[config.mk]
export PLATFORM = sky130hd
export DESIGN_NAME = rx_block
export DESIGN_NICKNAME = d
export VERILOG_FILES = /design/src/rtl/uart_pkg.sv /design/src/rtl/rx_sync.sv /design/src/rtl/rx_block.sv
export SDC_FILE = /design/constraint.sdc
export NUM_CORES = 1
export LEC_CHECK = 0
export BUFFER_PORTS_ARGS = -buffer_cell sky130_fd_sc_hd__buf_2
export CORE_MARGIN = 5
export CORE_UTILIZATION = 45
export DETAILED_ROUTE_END_ITERATION = 10
export HOLD_SLACK_MARGIN = 0.02
export SLEW_MARGIN = 20
export SYNTH_ARGS = -nofsm -noshare
export SYNTH_HDL_FRONTEND = slang
export SYNTH_SLANG_ARGS = --single-unit
[constraint.sdc]
create_clock -name clk -period 2.8 [get_ports clk]
set_input_delay 0.28 -clock clk [delete_from_list [all_inputs] [get_ports clk]]
set_output_delay 0.28 -clock clk [all_outputs]
set_load 0.005 [all_outputs]
[src/rtl/uart_pkg.sv]
// Shared UART definitions: receiver states,
// default frame geometry and line levels.
package uart_pkg;

  localparam int OVERSAMPLE_DEF = 16;
  localparam int DATA_BITS_DEF  = 8;

  localparam logic START_BIT = 1'b0;
  localparam logic STOP_BIT  = 1'b1;

  typedef enum logic [1:0] {
    IDLE,
    START,
    DATA,
    STOP
  } rx_state_t;

  function automatic logic maj3(
    input logic [2:0] v
  );
    return (v[0] & v[1]) |
           (v[0] & v[2]) |
           (v[1] & v[2]);
  endfunction

endpackage

[src/rtl/rx_sync.sv]
// Two-flop synchroniser for asynchronous inputs,
// synchronous active-low reset to RST_VAL.
module rx_sync #(
  parameter int WIDTH = 1,
  parameter logic [WIDTH-1:0] RST_VAL = '1
) (
  input  logic             clk,
  input  logic             rst_n,
  input  logic [WIDTH-1:0] d,
  output logic [WIDTH-1:0] q
);

  logic [WIDTH-1:0] meta;
  logic [WIDTH-1:0] sync;

  // Two back-to-back flops; meta may go metastable
  always_ff @(posedge clk) begin
    if (!rst_n) begin
      meta <= RST_VAL;
      sync <= RST_VAL;
    end else begin
      meta <= d;
      sync <= meta;
    end
  end

  assign q = sync;

endmodule

[src/rtl/rx_block.sv]
// UART receiver: 1 start, DATA_BITS LSB-first, 1 stop.
// Define RX_MAJORITY_EN for 2-of-3 sample voting.
module rx_block
  import uart_pkg::*;
#(
  parameter int OVERSAMPLE = OVERSAMPLE_DEF,
  parameter int DATA_BITS  = DATA_BITS_DEF
) (
  input  logic                 clk,
  input  logic                 rst_n,
  input  logic                 clk_en,
  input  logic                 rx_in,
  output logic [DATA_BITS-1:0] rdata,
  output logic                 valid,
  output logic                 frame_err,
  output logic                 busy
);

  localparam int CW = $clog2(OVERSAMPLE);
  localparam int BW = $clog2(DATA_BITS + 1);

  localparam logic [CW-1:0] HALF =
    CW'(OVERSAMPLE / 2 - 1);
  localparam logic [CW-1:0] FULL =
    CW'(OVERSAMPLE - 1);
  localparam logic [BW-1:0] LAST =
    BW'(DATA_BITS - 1);

  rx_state_t state;
  rx_state_t nxt;

  logic                 rx_s;
  logic                 rx_prev;
  logic                 line;
  logic [CW-1:0]        cnt;
  logic [BW-1:0]        bit_cnt;
  logic [DATA_BITS-1:0] shreg;

  logic start_det;
  logic tick_half;
  logic tick_full;
  logic bit_last;

  logic cnt_clr;
  logic cnt_inc;
  logic bit_clr;
  logic shift_en;
  logic valid_d;
  logic ferr_d;

  rx_sync #(
    .WIDTH   (1),
    .RST_VAL (1'b1)
  ) u_sync (
    .clk   (clk),
    .rst_n (rst_n),
    .d     (rx_in),
    .q     (rx_s)
  );

`ifdef RX_MAJORITY_EN
  logic [1:0] hist;

  // Last two tick samples; hist[0] doubles as rx_prev
  always_ff @(posedge clk) begin
    if (!rst_n) begin
      hist <= 2'b11;
    end else if (clk_en) begin
      hist <= {hist[0], rx_s};
    end
  end

  assign rx_prev = hist[0];
  assign line    = maj3({hist, rx_s});
`else
  // Previous tick sample for falling-edge detect
  always_ff @(posedge clk) begin
    if (!rst_n) begin
      rx_prev <= 1'b1;
    end else if (clk_en) begin
      rx_prev <= rx_s;
    end
  end

  assign line = rx_s;
`endif

  assign start_det = clk_en & rx_prev & ~rx_s;
  assign tick_half = (cnt == HALF);
  assign tick_full = (cnt == FULL);
  assign bit_last  = (bit_cnt == LAST);

  // State register
  always_ff @(posedge clk) begin
    if (!rst_n) begin
      state <= IDLE;
    end else begin
      state <= nxt;
    end
  end

  // Next-state logic
  always_comb begin
    nxt = state;
    unique case (state)
      IDLE: begin
        if (start_det) nxt = START;
      end
      START: begin
        if (clk_en && tick_half)
          nxt = (line == START_BIT) ? DATA : IDLE;
      end
      DATA: begin
        if (clk_en && tick_full && bit_last)
          nxt = STOP;
      end
      STOP: begin
        if (clk_en && tick_full) nxt = IDLE;
      end
      default: nxt = IDLE;
    endcase
  end

  // Datapath controls and pulse requests
  always_comb begin
    cnt_clr  = 1'b0;
    cnt_inc  = 1'b0;
    bit_clr  = 1'b0;
    shift_en = 1'b0;
    valid_d  = 1'b0;
    ferr_d   = 1'b0;
    unique case (state)
      IDLE: begin
        cnt_clr = start_det;
      end
      START: begin
        if (clk_en) begin
          cnt_clr = tick_half;
          bit_clr = tick_half;
          cnt_inc = ~tick_half;
        end
      end
      DATA: begin
        if (clk_en) begin
          cnt_clr  = tick_full;
          shift_en = tick_full;
          cnt_inc  = ~tick_full;
        end
      end
      STOP: begin
        if (clk_en) begin
          cnt_clr = tick_full;
          cnt_inc = ~tick_full;
          valid_d = tick_full &
                    (line == STOP_BIT);
          ferr_d  = tick_full &
                    (line != STOP_BIT);
        end
      end
      default: begin
        cnt_clr = 1'b1;
      end
    endcase
  end

  assign busy = (state != IDLE);

  // Tick/bit counters, shifter and output pulses
  always_ff @(posedge clk) begin
    if (!rst_n) begin
      cnt       <= '0;
      bit_cnt   <= '0;
      shreg     <= '0;
      rdata     <= '0;
      valid     <= 1'b0;
      frame_err <= 1'b0;
    end else begin
      if (cnt_clr) begin
        cnt <= '0;
      end else if (cnt_inc) begin
        cnt <= cnt + CW'(1);
      end
      if (bit_clr) begin
        bit_cnt <= '0;
      end else if (shift_en) begin
        bit_cnt <= bit_cnt + BW'(1);
      end
      if (shift_en) begin
        shreg <= {line, shreg[DATA_BITS-1:1]};
      end
      if (valid_d) begin
        rdata <= shreg;
      end
      valid     <= valid_d;
      frame_err <= ferr_d;
    end
  end

endmodule

==> impl_metrics.ini <==
[run_status]
status = complete, no violations

[placement]
port_buffers = 14
dp.final_hpwl_mm = 1.70
place_congestion = 0.769

[drt]
viasPerCell = 5.21
drc = 0
dr.pass1.iters = 4
ant_nets = 0
drt_iter0_drc = 44
routed_wl_mm = 2.58
wl_per_cell_um = 12.8
vias = 1053

[timing]
period_share_pct = 63.3
drv_slew = 0
relSlewSlack_pct = 60.8
setup_viol = 0
fin_skew_ns = 0.00708
fmax_mhz = 564
setup_tns_ns = 0
fin_crit_ns = 1.77
tightest_slew_ns = 0.588
hold_viol = 0
rsz0062_at_grt = no

[hold_path]
whs_path_depth = 2
worst_hold_path.endpoint = u_sync.meta
min_path_type = input pin to flip-flop
holdCritStartpoint = rx_in

[clock_network]
clk_latency_ns = 0.33
cts_setup_buffers = 0
numCtsBuffers = 5
cts-root-buf = clkbuf_4
cts_hold_buffers = 0
clockBufferDepth = 2
clkSlewWorstSetupHoldPaths_ns = 0.09
cts.htree.levels = 2
cts_tree = yes
cts_resized = 0
clock-sinks = 31

[global_route]
antenna_found_initial = 0
grt_first_pass_wirelength_mm = 4.61
grt_pass1_vias = 977
track_usage_pct = 14.0
grt_overflow_total = 0
grt_max_degree = 26

[cells_and_area]
mostFrequentLayoutCell = dfxtp_1
layout.nets = 164
most-common-layout-cells = dfxtp_1 (31), buf_2 (14), nand2_1 (13)
diodes = 0
area_growth_pct = 9.43
drive_above_1_share_pct = 19.6

[floorplan]
coreArea_mm2 = 0.00303
die_area_mm2 = 0.00438
num_rows = 20
num_io_pins = 15
start_util_pct = 46.9
die_w_um = 66.2
die_h_um = 66.2

[worst_setup_path]
r2r_slack_ns = 1.03
timing.rr.start = cnt[0]
end_kind = flip-flop
crit_path_max_fanout = 10
cp.required_ns = 3.01
r2r-end = bit_cnt[1]
r2r_cells = 4
startpoint_type = flip-flop
cp.arrival_ns = 1.98
path_class = flip-flop to flip-flop

[synth]
syn_area_per_cell_um2 = 9.73
async_flop_share_pct = 0
ys_seq_elements = 31
synth_edf_count = 0
synth_nets = 152
yosys_warnings = 0
synthFlopType = dfxtp_1
syn-cell-area_mm2 = 0.00142
yosysSeqAreaShare_pct = 43.7
synth.distinct_cells = 41
synthCells = 146

[pwr]
power_uw = 804
power_per_cell_area_mw_per_mm2 = 518
max-vdd-ir-drop_uv = 278
leakage_nw = 0.548

[run]
drv_cap = 0
[registers in the layout (all words and copies together), names as in the netlist, named ones only]
| name | count |
|---|---|
| rdata | 8 |
| shreg | 8 |
| bit_cnt | 4 |
| cnt | 4 |
| frame_err | 1 |
| rx_prev | 1 |
| state | 1 |
| u_sync.meta | 1 |
| u_sync.q | 1 |
| valid | 1 |
[worst max-delay path by stage]
stage,startpoint,endpoint,slack [ns],depth (start not counted)
CTS,cnt[0],rdata[4],1.00,5
detailed placement,cnt[0],rdata[4],1.03,5
floorplan,cnt[0],cnt[2],1.32,6
global route,cnt[0],rdata[0],0.83,5
global placement,cnt[0],rdata[1],1.09,5
finish,cnt[0],bit_cnt[1],1.03,4
[metal layers]
metal / wire [um] / track usage [%] / vias to the layer above
met3: 111 / 6.12 / 5
met5: 0 / 0 / -
li1: - / - / 532
met4: 40 / 4.57 / 0
met1: 1290 / 18.2 / 503
met2: 1140 / 20.8 / 13
[power by group]
group	switching (mW)	internal [mW]	leakage (nW)	total, mW
Sequential	0.00487	0.443	0.250	0.448
Clock	0.149	0.184	0.0383	0.333
Combinational	0.0125	0.0112	0.260	0.0237
Total	0.166	0.638	0.548	0.804
[final cells by class]
type,count,area [um^2]
fillers,308,1470
multi-input cells,103,722
flip-flops and latches,31,621
repair buffers,15,77.6
well taps,44,55.1
clock buffers,6,41.3
clock inverters,1,30.0
inverters,2,7.51
[Yosys cell counts, types with 2 or more instances]
library cell / instances / area [um^2]
inv_1: 2 / 7.51
or2_2: 2 / 12.5
a21boi_0: 7 / 52.6
nand2b_1: 4 / 25.0
xnor2_1: 4 / 35.0
nand2_1: 13 / 48.8
buf_4: 2 / 15.0
nor2b_1: 8 / 50.1
clkbuf_1: 3 / 11.3
ha_1: 2 / 25.0
nand3_1: 10 / 50.1
o21ai_1: 2 / 10.0
nor4bb_1: 2 / 20.0
a21oi_1: 3 / 15.0
nand4_1: 3 / 18.8
mux2i_1: 11 / 110
nor2_1: 10 / 37.5
buf_6: 3 / 33.8
a21boi_1: 2 / 15.0
buf_2: 2 / 10.0
dfxtp_1: 31 / 621
[metrics by stage]
| stage | setup WS (ns) | hold WS (ns) | utilization (%) | cell area [um^2] | cells |
|---|---|---|---|---|---|
| floorplan | 1.32 | 0.353 | - | 1420 | 146 |
| global placement | 1.09 | 0.392 | 49.0 | 1480 | 195 |
| detailed placement | 1.03 | 0.396 | 49.0 | 1480 | 195 |
| CTS | 1.00 | 0.112 | 51.3 | 1550 | 202 |
| global route | 0.833 | 0.120 | 51.3 | 1550 | 202 |
| finish | 1.03 | 0.128 | 51.3 | 1550 | 202 |
[worst max-delay path, cell delays in order, from the launching register on]
cell,delay [ns]
dfxtp_1,0.38
ha_1,0.42
nand4_1,0.28
o31ai_1,0.48
nor2_1,0.11
[logic make-up (layout without fill, tap and decap cells)]
logic type	Yosys count	after routing	synth area share (%)
AO/OA/AOI/OAI	23	23	13.1
XOR/XNOR	5	5	3.61
adder cells (fa/ha/maj)	2	2	1.76
buffers and inverters	12	24	5.46
flip-flops	31	31	43.7
multiplexers	11	11	7.75
AND/OR/NAND/NOR	62	62	24.6
Power figures use the tool's default switching activity.
